--- config.mk ---
export PLATFORM = sky130hd
export DESIGN_NAME = l1d_evict_wr_adapter
export DESIGN_NICKNAME = d
export VERILOG_FILES = /design/src/rtl/l1d_evict_wr_adapter_pkg.sv /design/src/rtl/l1d_sync_fifo.sv /design/src/rtl/l1d_evict_wr_adapter.sv
export SDC_FILE = /design/constraint.sdc
export NUM_CORES = 1
export LEC_CHECK = 0
export CAP_MARGIN = 20
export CORE_ASPECT_RATIO = 1.5
export CORE_MARGIN = 2
export CORE_UTILIZATION = 40
export DETAILED_ROUTE_END_ITERATION = 6
export PLACE_DENSITY = 0.69
export SYNTH_ARGS = -nofsm -noshare
export SYNTH_HDL_FRONTEND = slang
export SYNTH_SLANG_ARGS = --single-unit
export TNS_END_PERCENT = 30
--- constraint.sdc ---
create_clock -name clk -period 10.8 [get_ports clk]
set_input_delay 1.62 -clock clk [delete_from_list [all_inputs] [get_ports clk]]
set_output_delay 1.62 -clock clk [all_outputs]
set_load 0.03 [all_outputs]
--- src/rtl/l1d_evict_wr_adapter_pkg.sv ---
// Shared definitions for the L1D evict write adapter.
//   L1D_MSHR_ID_WIDTH : MSHR ID width carried with every evicted line
//   L1D_ADDR_WIDTH    : downstream line address width
//   DATA_RAM_WIDTH    : full cache line width as read from the data RAM
//   pack_evict_entry  : one FIFO entry {id, dat}
//   evict_wr_state_e  : write-issue FSM states
package l1d_evict_wr_adapter_pkg;

  localparam int L1D_MSHR_ID_WIDTH = 4;
  localparam int L1D_ADDR_WIDTH    = 32;
  localparam int DATA_RAM_WIDTH    = 256;

  typedef struct packed {
    logic [L1D_MSHR_ID_WIDTH-1:0] id;
    logic [DATA_RAM_WIDTH-1:0]    dat;
  } pack_evict_entry;

  localparam int EVICT_ENTRY_W = $bits(pack_evict_entry);

  typedef enum logic [1:0] {
    IDLE,
    SEND,
    WAIT_ACK
  } evict_wr_state_e;

endpackage

--- src/rtl/l1d_sync_fifo.sv ---
// Synchronous FIFO holding evicted lines.
//   clk, rst   : clock, synchronous active-high reset (pointers/count only)
//   i_push     : write i_push_dat; accepted when not full or when popping
//   i_pop      : drop the head entry; ignored when empty
//   o_pop_dat  : current head entry (combinational read)
//   o_full     : count == DEPTH
//   o_empty    : count == 0
//   o_count    : number of valid entries, $clog2(DEPTH)+1 bits
module l1d_sync_fifo #(
  parameter int WIDTH = 8,
  parameter int DEPTH = 4
) (
  input  logic                     clk,
  input  logic                     rst,
  input  logic                     i_push,
  input  logic [WIDTH-1:0]         i_push_dat,
  input  logic                     i_pop,
  output logic [WIDTH-1:0]         o_pop_dat,
  output logic                     o_full,
  output logic                     o_empty,
  output logic [$clog2(DEPTH):0]   o_count
);

  localparam int PTR_W = $clog2(DEPTH);
  localparam int CNT_W = PTR_W + 1;

  if ((DEPTH < 2) || ((1 << PTR_W) != DEPTH)) begin : g_bad_depth
    $error("l1d_sync_fifo: DEPTH must be a power of two and at least 2");
  end

  logic [WIDTH-1:0] r_mem [DEPTH];
  logic [PTR_W-1:0] r_wr_ptr;
  logic [PTR_W-1:0] r_rd_ptr;
  logic [CNT_W-1:0] r_count;
  logic             w_push_ok;
  logic             w_pop_ok;

  assign o_full    = (r_count == CNT_W'(DEPTH));
  assign o_empty   = (r_count == '0);
  assign o_count   = r_count;
  assign o_pop_dat = r_mem[r_rd_ptr];

  // A push at full is still taken when the head leaves on the same edge:
  // the freed slot is exactly the one wr_ptr points at.
  assign w_pop_ok  = i_pop && !o_empty;
  assign w_push_ok = i_push && (!o_full || w_pop_ok);

  always_ff @(posedge clk) begin
    if (rst) begin
      r_wr_ptr <= '0;
      r_rd_ptr <= '0;
      r_count  <= '0;
    end else begin
      if (w_push_ok) r_wr_ptr <= r_wr_ptr + PTR_W'(1);
      if (w_pop_ok)  r_rd_ptr <= r_rd_ptr + PTR_W'(1);
      case ({w_push_ok, w_pop_ok})
        2'b10:   r_count <= r_count + CNT_W'(1);
        2'b01:   r_count <= r_count - CNT_W'(1);
        default: r_count <= r_count;
      endcase
    end
  end

  always_ff @(posedge clk) begin
    if (w_push_ok) r_mem[r_wr_ptr] <= i_push_dat;
  end

endmodule

--- src/rtl/l1d_evict_wr_adapter.sv ---
// Evict write adapter: buffers full-line evictions from the data RAM pipe,
// issues each line downstream as BEATS beats, waits for the matching write
// ack and signals completion to the MSHR.
// Optional: define L1D_EVICT_ACK_TIMEOUT_EN to build the ack timeout
// counter driving evict_tmo_err (tied 0 otherwise).
//   clk, rst          : clock, synchronous active-high reset
//   evict_en/id/dat   : line push from data RAM pipe (no backpressure)
//   evict_afull       : at most one free entry left
//   mshr_lkp_id/addr  : head ID out, its line address back (combinational)
//   ds_wr_*           : downstream write beat channel, valid/ready
//   ds_wr_ack_vld/id  : downstream write completion
//   evict_done_en/id  : one-cycle completion pulse to MSHR
//   evict_ovf_err     : sticky, push dropped at full
//   evict_tmo_err     : sticky, ack timeout
module l1d_evict_wr_adapter
  import l1d_evict_wr_adapter_pkg::*;
#(
  parameter int EVICT_FIFO_DEPTH = 4,
  parameter int DS_DATA_WIDTH    = 64,
  parameter int TIMEOUT_CYCLES   = 1024
) (
  input  logic                         clk,
  input  logic                         rst,
  input  logic                         evict_en,
  input  logic [L1D_MSHR_ID_WIDTH-1:0] evict_id,
  input  logic [DATA_RAM_WIDTH-1:0]    evict_dat,
  output logic                         evict_afull,
  output logic [L1D_MSHR_ID_WIDTH-1:0] mshr_lkp_id,
  input  logic [L1D_ADDR_WIDTH-1:0]    mshr_lkp_addr,
  output logic                         ds_wr_vld,
  input  logic                         ds_wr_rdy,
  output logic [L1D_ADDR_WIDTH-1:0]    ds_wr_addr,
  output logic [L1D_MSHR_ID_WIDTH-1:0] ds_wr_id,
  output logic [DS_DATA_WIDTH-1:0]     ds_wr_dat,
  output logic                         ds_wr_last,
  input  logic                         ds_wr_ack_vld,
  input  logic [L1D_MSHR_ID_WIDTH-1:0] ds_wr_ack_id,
  output logic                         evict_done_en,
  output logic [L1D_MSHR_ID_WIDTH-1:0] evict_done_id,
  output logic                         evict_ovf_err,
  output logic                         evict_tmo_err
);

  localparam int BEATS  = DATA_RAM_WIDTH / DS_DATA_WIDTH;
  localparam int BEAT_W = (BEATS > 1) ? $clog2(BEATS) : 1;
  localparam int CNT_W  = $clog2(EVICT_FIFO_DEPTH) + 1;

  if ((BEATS < 1) || (BEATS * DS_DATA_WIDTH != DATA_RAM_WIDTH)) begin : g_bad_width
    $error("l1d_evict_wr_adapter: DATA_RAM_WIDTH must be a multiple of DS_DATA_WIDTH");
  end
  if (TIMEOUT_CYCLES < 1) begin : g_bad_tmo
    $error("l1d_evict_wr_adapter: TIMEOUT_CYCLES must be at least 1");
  end

  pack_evict_entry                         w_push_entry;
  pack_evict_entry                         w_head;
  logic [BEATS-1:0][DS_DATA_WIDTH-1:0]     w_head_beats;
  logic                                    w_fifo_full;
  logic                                    w_fifo_empty;
  logic [CNT_W-1:0]                        w_fifo_count;

  evict_wr_state_e                         r_state;
  evict_wr_state_e                         w_state_nxt;
  logic                                    w_load;
  logic                                    w_pop;
  logic                                    w_beat_hs;

  logic [BEAT_W-1:0]                       r_beat_cnt;
  logic [L1D_ADDR_WIDTH-1:0]               r_wr_addr;
  logic [L1D_MSHR_ID_WIDTH-1:0]            r_wr_id;
  logic                                    r_done_en;
  logic [L1D_MSHR_ID_WIDTH-1:0]            r_done_id;
  logic                                    r_ovf_err;

  assign w_push_entry.id  = evict_id;
  assign w_push_entry.dat = evict_dat;

  l1d_sync_fifo #(
    .WIDTH (EVICT_ENTRY_W),
    .DEPTH (EVICT_FIFO_DEPTH)
  ) u_fifo (
    .clk        (clk),
    .rst        (rst),
    .i_push     (evict_en),
    .i_push_dat (w_push_entry),
    .i_pop      (w_pop),
    .o_pop_dat  (w_head),
    .o_full     (w_fifo_full),
    .o_empty    (w_fifo_empty),
    .o_count    (w_fifo_count)
  );

  // Two free entries are needed at the arbiter: one for a read already in
  // the RAM pipe plus the one it would issue now.
  assign evict_afull = (CNT_W'(EVICT_FIFO_DEPTH) - w_fifo_count) <= CNT_W'(1);

  assign mshr_lkp_id  = w_head.id;
  assign w_head_beats = w_head.dat;

  // Beat data is read straight out of the head entry; the head cannot move
  // until the ack, so it stays stable under backpressure.
  assign ds_wr_dat  = w_head_beats[r_beat_cnt];
  assign ds_wr_addr = r_wr_addr;
  assign ds_wr_id   = r_wr_id;
  assign w_beat_hs  = ds_wr_vld && ds_wr_rdy;

  always_ff @(posedge clk) begin
    if (rst) r_state <= IDLE;
    else     r_state <= w_state_nxt;
  end

  always_comb begin
    w_state_nxt = r_state;
    w_load      = 1'b0;
    w_pop       = 1'b0;
    ds_wr_vld   = 1'b0;
    ds_wr_last  = 1'b0;
    case (r_state)
      IDLE: begin
        if (!w_fifo_empty) begin
          w_load      = 1'b1;
          w_state_nxt = SEND;
        end
      end
      SEND: begin
        ds_wr_vld  = 1'b1;
        ds_wr_last = (r_beat_cnt == BEAT_W'(BEATS - 1));
        if (ds_wr_rdy && ds_wr_last) w_state_nxt = WAIT_ACK;
      end
      WAIT_ACK: begin
        if (ds_wr_ack_vld && (ds_wr_ack_id == r_wr_id)) begin
          w_pop       = 1'b1;
          w_state_nxt = IDLE;
        end
      end
      default: w_state_nxt = IDLE;
    endcase
  end

  always_ff @(posedge clk) begin
    if (rst) begin
      r_beat_cnt <= '0;
      r_wr_addr  <= '0;
      r_wr_id    <= '0;
      r_done_en  <= 1'b0;
      r_done_id  <= '0;
      r_ovf_err  <= 1'b0;
    end else begin
      if (w_load) begin
        r_wr_addr  <= mshr_lkp_addr;
        r_wr_id    <= w_head.id;
        r_beat_cnt <= '0;
      end else if (w_beat_hs) begin
        r_beat_cnt <= r_beat_cnt + BEAT_W'(1);
      end
      r_done_en <= w_pop;
      if (w_pop) r_done_id <= r_wr_id;
      if (evict_en && w_fifo_full && !w_pop) r_ovf_err <= 1'b1;
    end
  end

  assign evict_done_en = r_done_en;
  assign evict_done_id = r_done_id;
  assign evict_ovf_err = r_ovf_err;

`ifdef L1D_EVICT_ACK_TIMEOUT_EN
  localparam int TMO_W = $clog2(TIMEOUT_CYCLES + 1);

  logic [TMO_W-1:0] r_tmo_cnt;
  logic             r_tmo_err;

  // Counts WAIT_ACK cycles and saturates at TIMEOUT_CYCLES; the FSM keeps
  // waiting, the error only flags the stuck write.
  always_ff @(posedge clk) begin
    if (rst) begin
      r_tmo_cnt <= '0;
      r_tmo_err <= 1'b0;
    end else if ((r_state == SEND) && (w_state_nxt == WAIT_ACK)) begin
      r_tmo_cnt <= '0;
    end else if ((r_state == WAIT_ACK) && (r_tmo_cnt != TMO_W'(TIMEOUT_CYCLES))) begin
      r_tmo_cnt <= r_tmo_cnt + TMO_W'(1);
      if (r_tmo_cnt == TMO_W'(TIMEOUT_CYCLES - 1)) r_tmo_err <= 1'b1;
    end
  end

  assign evict_tmo_err = r_tmo_err;
`else
  assign evict_tmo_err = 1'b0;
`endif

endmodule

* Yosys cells after proc, flatten, opt, wreduce, memory -nomap -nowiden
Memory sizes are Yosys's and may differ from the RTL's. A register that Yosys moved wholly into a read port is not among the register bits. Cells that the tools add are included. Widths: inputs -> output; s select.
Operators by class: $add $sub $neg 6, magnitude comparators 2, equal/unequal tests 10, mux-type cells 17, reductions and logical operators 16
Operators with widths (count):
- $bmux 64 s2 | 1
- $mux 64 | 1
- $mux 2 | 5
- $mux 1 | 8
- $logic_and 1x1->1 | 7
- $add 2x1->2 const B | 3
- $eq 2x2->1 const B | 3
- $ne 2x2->1 const B | 3
- $pmux 2 s3 | 1
- $pmux 3 s2 | 1
- $eq 2x1->1 const B | 2
- $eq 4x4->1 | 1
- $add 3x1->3 const B | 1
- $eq 3x3->1 const B | 1
- $le 3x1->1 const B | 1
- $logic_not 1->1 | 3
- $logic_not 3->1 | 1
- $lt 2x3->1 const B | 1
- $reduce_and 3->1 | 1
- $sub 3x1->3 const B | 1
- $sub 3x3->3 const A | 1
- $logic_not 2->1 | 1
- $reduce_bool 2->1 | 1
- $reduce_or 2->1 | 1
- $logic_or 1x1->1 | 1
Storage, ports and cells: register bits after elaboration 53, memory bits (writable) 1040, input port bits 301, output and inout port bits 114, logic and storage cells 62, memories 1
Memory list:
- u_fifo.r_mem | depth 4, width 260, read ports 1, clocked after Yosys merged registers in 1, wr ports 1, line l1d_sync_fifo.sv:31 | logic [WIDTH-1:0] r_mem [DEPTH];

* Depth between registers and ports, before layout
word-level depth 9, depth in mapped cells 14, gate-level depth less buffers 13

* Modules after synthesis
A second synthesis with hierarchy kept.
Second synthesis, totals: cells, all modules 1709, area total of the unflattened synthesis 41334.6 µm²
By module, submodules not included:
- l1d_sync_fifo | instances 1, cells an instance 1412, area an instance 37986.4 µm², seq. area each 31410.1 µm²
- l1d_evict_wr_adapter | instances 1, cells an instance 297, area an instance 3348.2 µm², seq. area each 920.9 µm²

* Worst setup path before layout
OpenSTA, ideal clock, no wires.
path kind input-to-reg, start point input port ds_wr_ack_id[2], end point memory u_fifo.r_mem[0][0] in the netlist's numbering (enable), library setup time 0.654 ns, data arrival time 8.218 ns, data required time 10.146 ns, path slack 1.928 ns, stages on the path 4, path buffers 0, path through xnor2_1 -> nand4_1 -> o21ai_1 -> and2_1
On the way: word-level cells in the longest chain between the ends 9
RTL lines:
- start: declaration | line l1d_evict_wr_adapter.sv:37 | input logic [L1D_MSHR_ID_WIDTH-1:0] ds_wr_ack_id,
- $eq 4x4->1 | line l1d_evict_wr_adapter.sv:131 | if (ds_wr_ack_vld && (ds_wr_ack_id == r_wr_id)) begin
- $logic_and 1x1->1 | line l1d_evict_wr_adapter.sv:131
- $mux 1 | line l1d_evict_wr_adapter.sv:131
- $mux 1 | line l1d_evict_wr_adapter.sv:118 | case (r_state)
- $logic_and 1x1->1 | line l1d_sync_fifo.sv:45 | assign w_pop_ok = i_pop && !o_empty;
- $logic_or 1x1->1 | line l1d_sync_fifo.sv:46 | assign w_push_ok = i_push && (!o_full || w_pop_ok);
- $logic_and 1x1->1 | line l1d_sync_fifo.sv:46
- $mux 1 | line l1d_sync_fifo.sv:65 | if (w_push_ok) r_mem[r_wr_ptr] <= i_push_dat;
- $mux 1 (implied by the code) | line l1d_sync_fifo.sv:65
- end: declaration | line l1d_sync_fifo.sv:31
No other way between the ends.

==> metrics.txt <==
core area 0.1013 mm^2; Req. time, crit path 9180 ps; # IOs 415; Hold EP evict_ovf_err; via-per-instance ratio 5.447; Pre-antenna DRT Iters 5; Worst EP arrival between 4000 and 5000 ps; Post-synth top cells edfxtp_1, mux4_2, a22oi_1; Avg Inst Size Synth 22.96 um^2; dpl ws 4900 ps; Synth Register Bits about 1100; CP Capture Type output pin; Setup Skew 29.56 ps; vias in the first global route 21040; kind of critical path flop to output pin; CTS sink cnt 1095; Post-synth EDFFs approximately 1000; CTS tree yes; total gr overflow 0; H-Tree Depth 3; sequential share of power 0.536; Syn Nets 2091; root buf cell clkbuf_16; clk slew on worst S/H paths around 70 ps; ranking of synthesized cells by area edfxtp_1, mux4_2, dfxtp_1; largest net degree at the start of global routing 144; Antenna Nets Post-Route 0; num rows 143; final WL between 90 and 100 mm; Hold Path Class flop to flop; Final Slew Violations 0; simple-gate share of the synthesized area 0.01222; CP startpoint kind flop; initial antenna violation count 36; clock power share 0.386; Cell Count, Final, Fillers Out approximately 3600; post-synthesis sequential area ratio 0.7916; LEAKAGE around 0.016 uW; Die H 395.4 um; synthesized-area fraction occupied by ao, oa, aoi and oai cells 0.03440; gpl congestion 0.8010; placed cell count 3428; DIE WIDTH 264.9 um; routed len/inst 25.94 um; max-cap viol count 0; setup repair bufs after CTS 0; sw power 2012 uW; total power about 9200 uW; switching portion of total power 0.2192; CP max FO 46; first-pass GRT wire length 137.7 mm; worst r2r src u_fifo.o_count[0]; top cell type's share of synthesized area 0.7646; crit path time final 6055 ps; Starting Density 0.4033; die area 0.1047 mm^2; setup TNS 0 ps; detailed-placement wirelength estimate 57.18 mm; hold_sp evict_ovf_err; Max Root-Sink Buffers 3; layout cell share with drive strength beyond 1 0.1981; Yosys warning count 0; Residual DRC 0; cell area after synthesis slightly above 0.04 mm^2; dominant synthesized flop cell edfxtp_1; Worst Hold Depth 2; Area growth, synth to finish 21.85%; Tightest Pin Transition 1106 ps; Comb pwr share 0.078; PwrDens roughly 180 mW/mm^2; vias a little under 20000; Num CTS Buffers 100; post-cts sizing count 0; fmax 165.2 MHz; Hold Vio Cnt, Final 0; Adder-Cell Fraction of Synth Area 0.003553; GRT Total Usage 0.1792; Internal Dissipation 7168 uW; VDD IR-drop max 0.1416 mV; asr flop ratio synth 0; largest family of logic cells by synthesized area multiplexers; initial drt markers 1424; final setup violation count 0; CTS Hold Bufs 0; Buffers on Ports 413; Synth cell types 39; Max-Slew Margin vs Limit 0.2625; Reg2Reg Capture Point u_fifo.r_mem[3][215]; RSZ-0062 raised after global routing false; area leader, netlist edfxtp_1; worst skew pair latency 690 ps; mux contribution to synthesized area 0.1441; reg2reg path depth 9; Post-Synthesis Cells between 1500 and 2000; Synth Area in XOR/XNOR 0.001501; setup ws final 4745 ps; run status complete, no violations; fin crit share 0.5606; most common cell in the netlist edfxtp_1; layout net count 2537; worst reg2reg setup slack 6420 ps
==> registers in the layout, summed over array words and instances (netlist names), named ones only <==
signal and cells:
ds_wr_addr 32, ds_wr_id 4, evict_done_en 1, evict_done_id 4, evict_ovf_err 1, r_beat_cnt 2
r_state 2, u_fifo.o_count 3, u_fifo.r_mem 1040, u_fifo.r_rd_ptr 2, u_fifo.r_wr_ptr 2
==> how the worst max path moves through the flow <==
stage | to | slack (ps) | cells past startpoint
2_1_floorplan | u_fifo.r_mem[0][0] | 1930 | 4
3_3_place_gp | u_fifo.r_mem[3][169] | 4950 | 7
3_5_place_dp | u_fifo.r_mem[3][41] | 4900 | 7
4_1_cts | ds_wr_dat[40] | 4480 | 6
5_1_grt | ds_wr_dat[40] | 4440 | 6
6_report | ds_wr_dat[40] | 4750 | 6
==> cell type report <==
type	count	area [um^2]
Tap cell	1305	1633
Multi-Input combinational cell	578	8048
Sequential cell	1095	32340
Fill cell	8034	51500
Clock buffer	118	2634
Clock inverter	66	675.6
Timing Repair Buffer	441	4382
Antenna cell	10	25.02
Inverter	9	33.78
==> through the flow <==
step           utilization  area (um^2)  hold slack, ps
6_report            0.4915        49770           458.3
5_1_grt             0.4913        49750           484.4
4_1_cts             0.4912        49740           455.8
3_5_place_dp        0.4585        46430           447.0
3_3_place_gp        0.4585        46430           434.2
2_1_floorplan            -        40840           452.9
==> critical path, cell delays in order, from the launching register on <==
cell             delay, ps
dfxtp_4                740
buf_4                  650
buf_4                  670
mux4_2                 400
a22oi_1                390
nand2_1                170
clkdlybuf4s50_1        630
==> metal layers <==
layer  wire, um  vias up  part of all wire  GRT usage
met5        264        -            0.0028          0
met4       2321       42             0.025    0.05831
met3       7506      182             0.080    0.05466
met2      48210      690              0.51     0.3076
met1      35670    10330              0.38     0.2156
li1           -     8485                 -          -
==> power groups by stage <==
stage | Combinational (uW) | Sequential [uW] | Clock (uW)
final | 714 | 4920 | 3550
after global routing | 759 | 4930 | 3800
after CTS | 726 | 4920 | 3650
after detailed placement | 723 | 5010 | 0
after global placement | 708 | 4990 | 0
after floorplan | 314 | 5070 | 0
==> cells in the final DEF (no fill, tap or decap), types with 2 or more instances in the layout <==
| cell | Yosys | routed |
|---|---|---|
| and3_1 | 2 | 2 |
| nor2_1 | 8 | 6 |
| xor2_1 | 3 | 3 |
| clkinv_1 | 0 | 14 |
| nor3_1 | 5 | 5 |
| clkdlybuf4s50_1 | 0 | 413 |
| nand4_1 | 5 | 5 |
| mux2i_1 | 2 | 2 |
| a22o_1 | 36 | 36 |
| bufinv_16 | 0 | 10 |
| clkinvlp_4 | 0 | 12 |
| inv_1 | 8 | 8 |
| clkbuf_1 | 40 | 15 |
| nand2_1 | 66 | 66 |
| dfxtp_1 | 55 | 53 |
| a21oi_1 | 11 | 11 |
| edfxtp_1 | 1040 | 1040 |
| and2_4 | 0 | 5 |
| buf_12 | 0 | 3 |
| clkinv_2 | 0 | 17 |
| nor2b_1 | 4 | 2 |
| inv_6 | 0 | 8 |
| diode_2 | 0 | 10 |
| inv_8 | 0 | 2 |
| clkbuf_16 | 0 | 103 |
| o31ai_1 | 2 | 2 |
| buf_4 | 4 | 25 |
| and2_1 | 7 | 2 |
| or4_1 | 2 | 2 |
| xnor2_1 | 4 | 4 |
| nand2b_1 | 5 | 5 |
| ha_1 | 10 | 10 |
| a22oi_1 | 128 | 128 |
| nor2b_4 | 0 | 2 |
| nand3_1 | 2 | 2 |
| dfxtp_4 | 0 | 2 |
| o21ai_0 | 6 | 6 |
| mux4_2 | 260 | 260 |
==> logic make-up (layout without fill, tap and decap cells) <==
group           after synthesis  count (layout)
other cells                   1              11
xor+xnor                      7               7
compound gates              187             187
fa+ha+maj                    11              11
buf+inv                     106             634
flops                      1095            1095
mux                         263             263
simple gates                109             109
No activity file was read; power rests on OpenSTA's default activity.
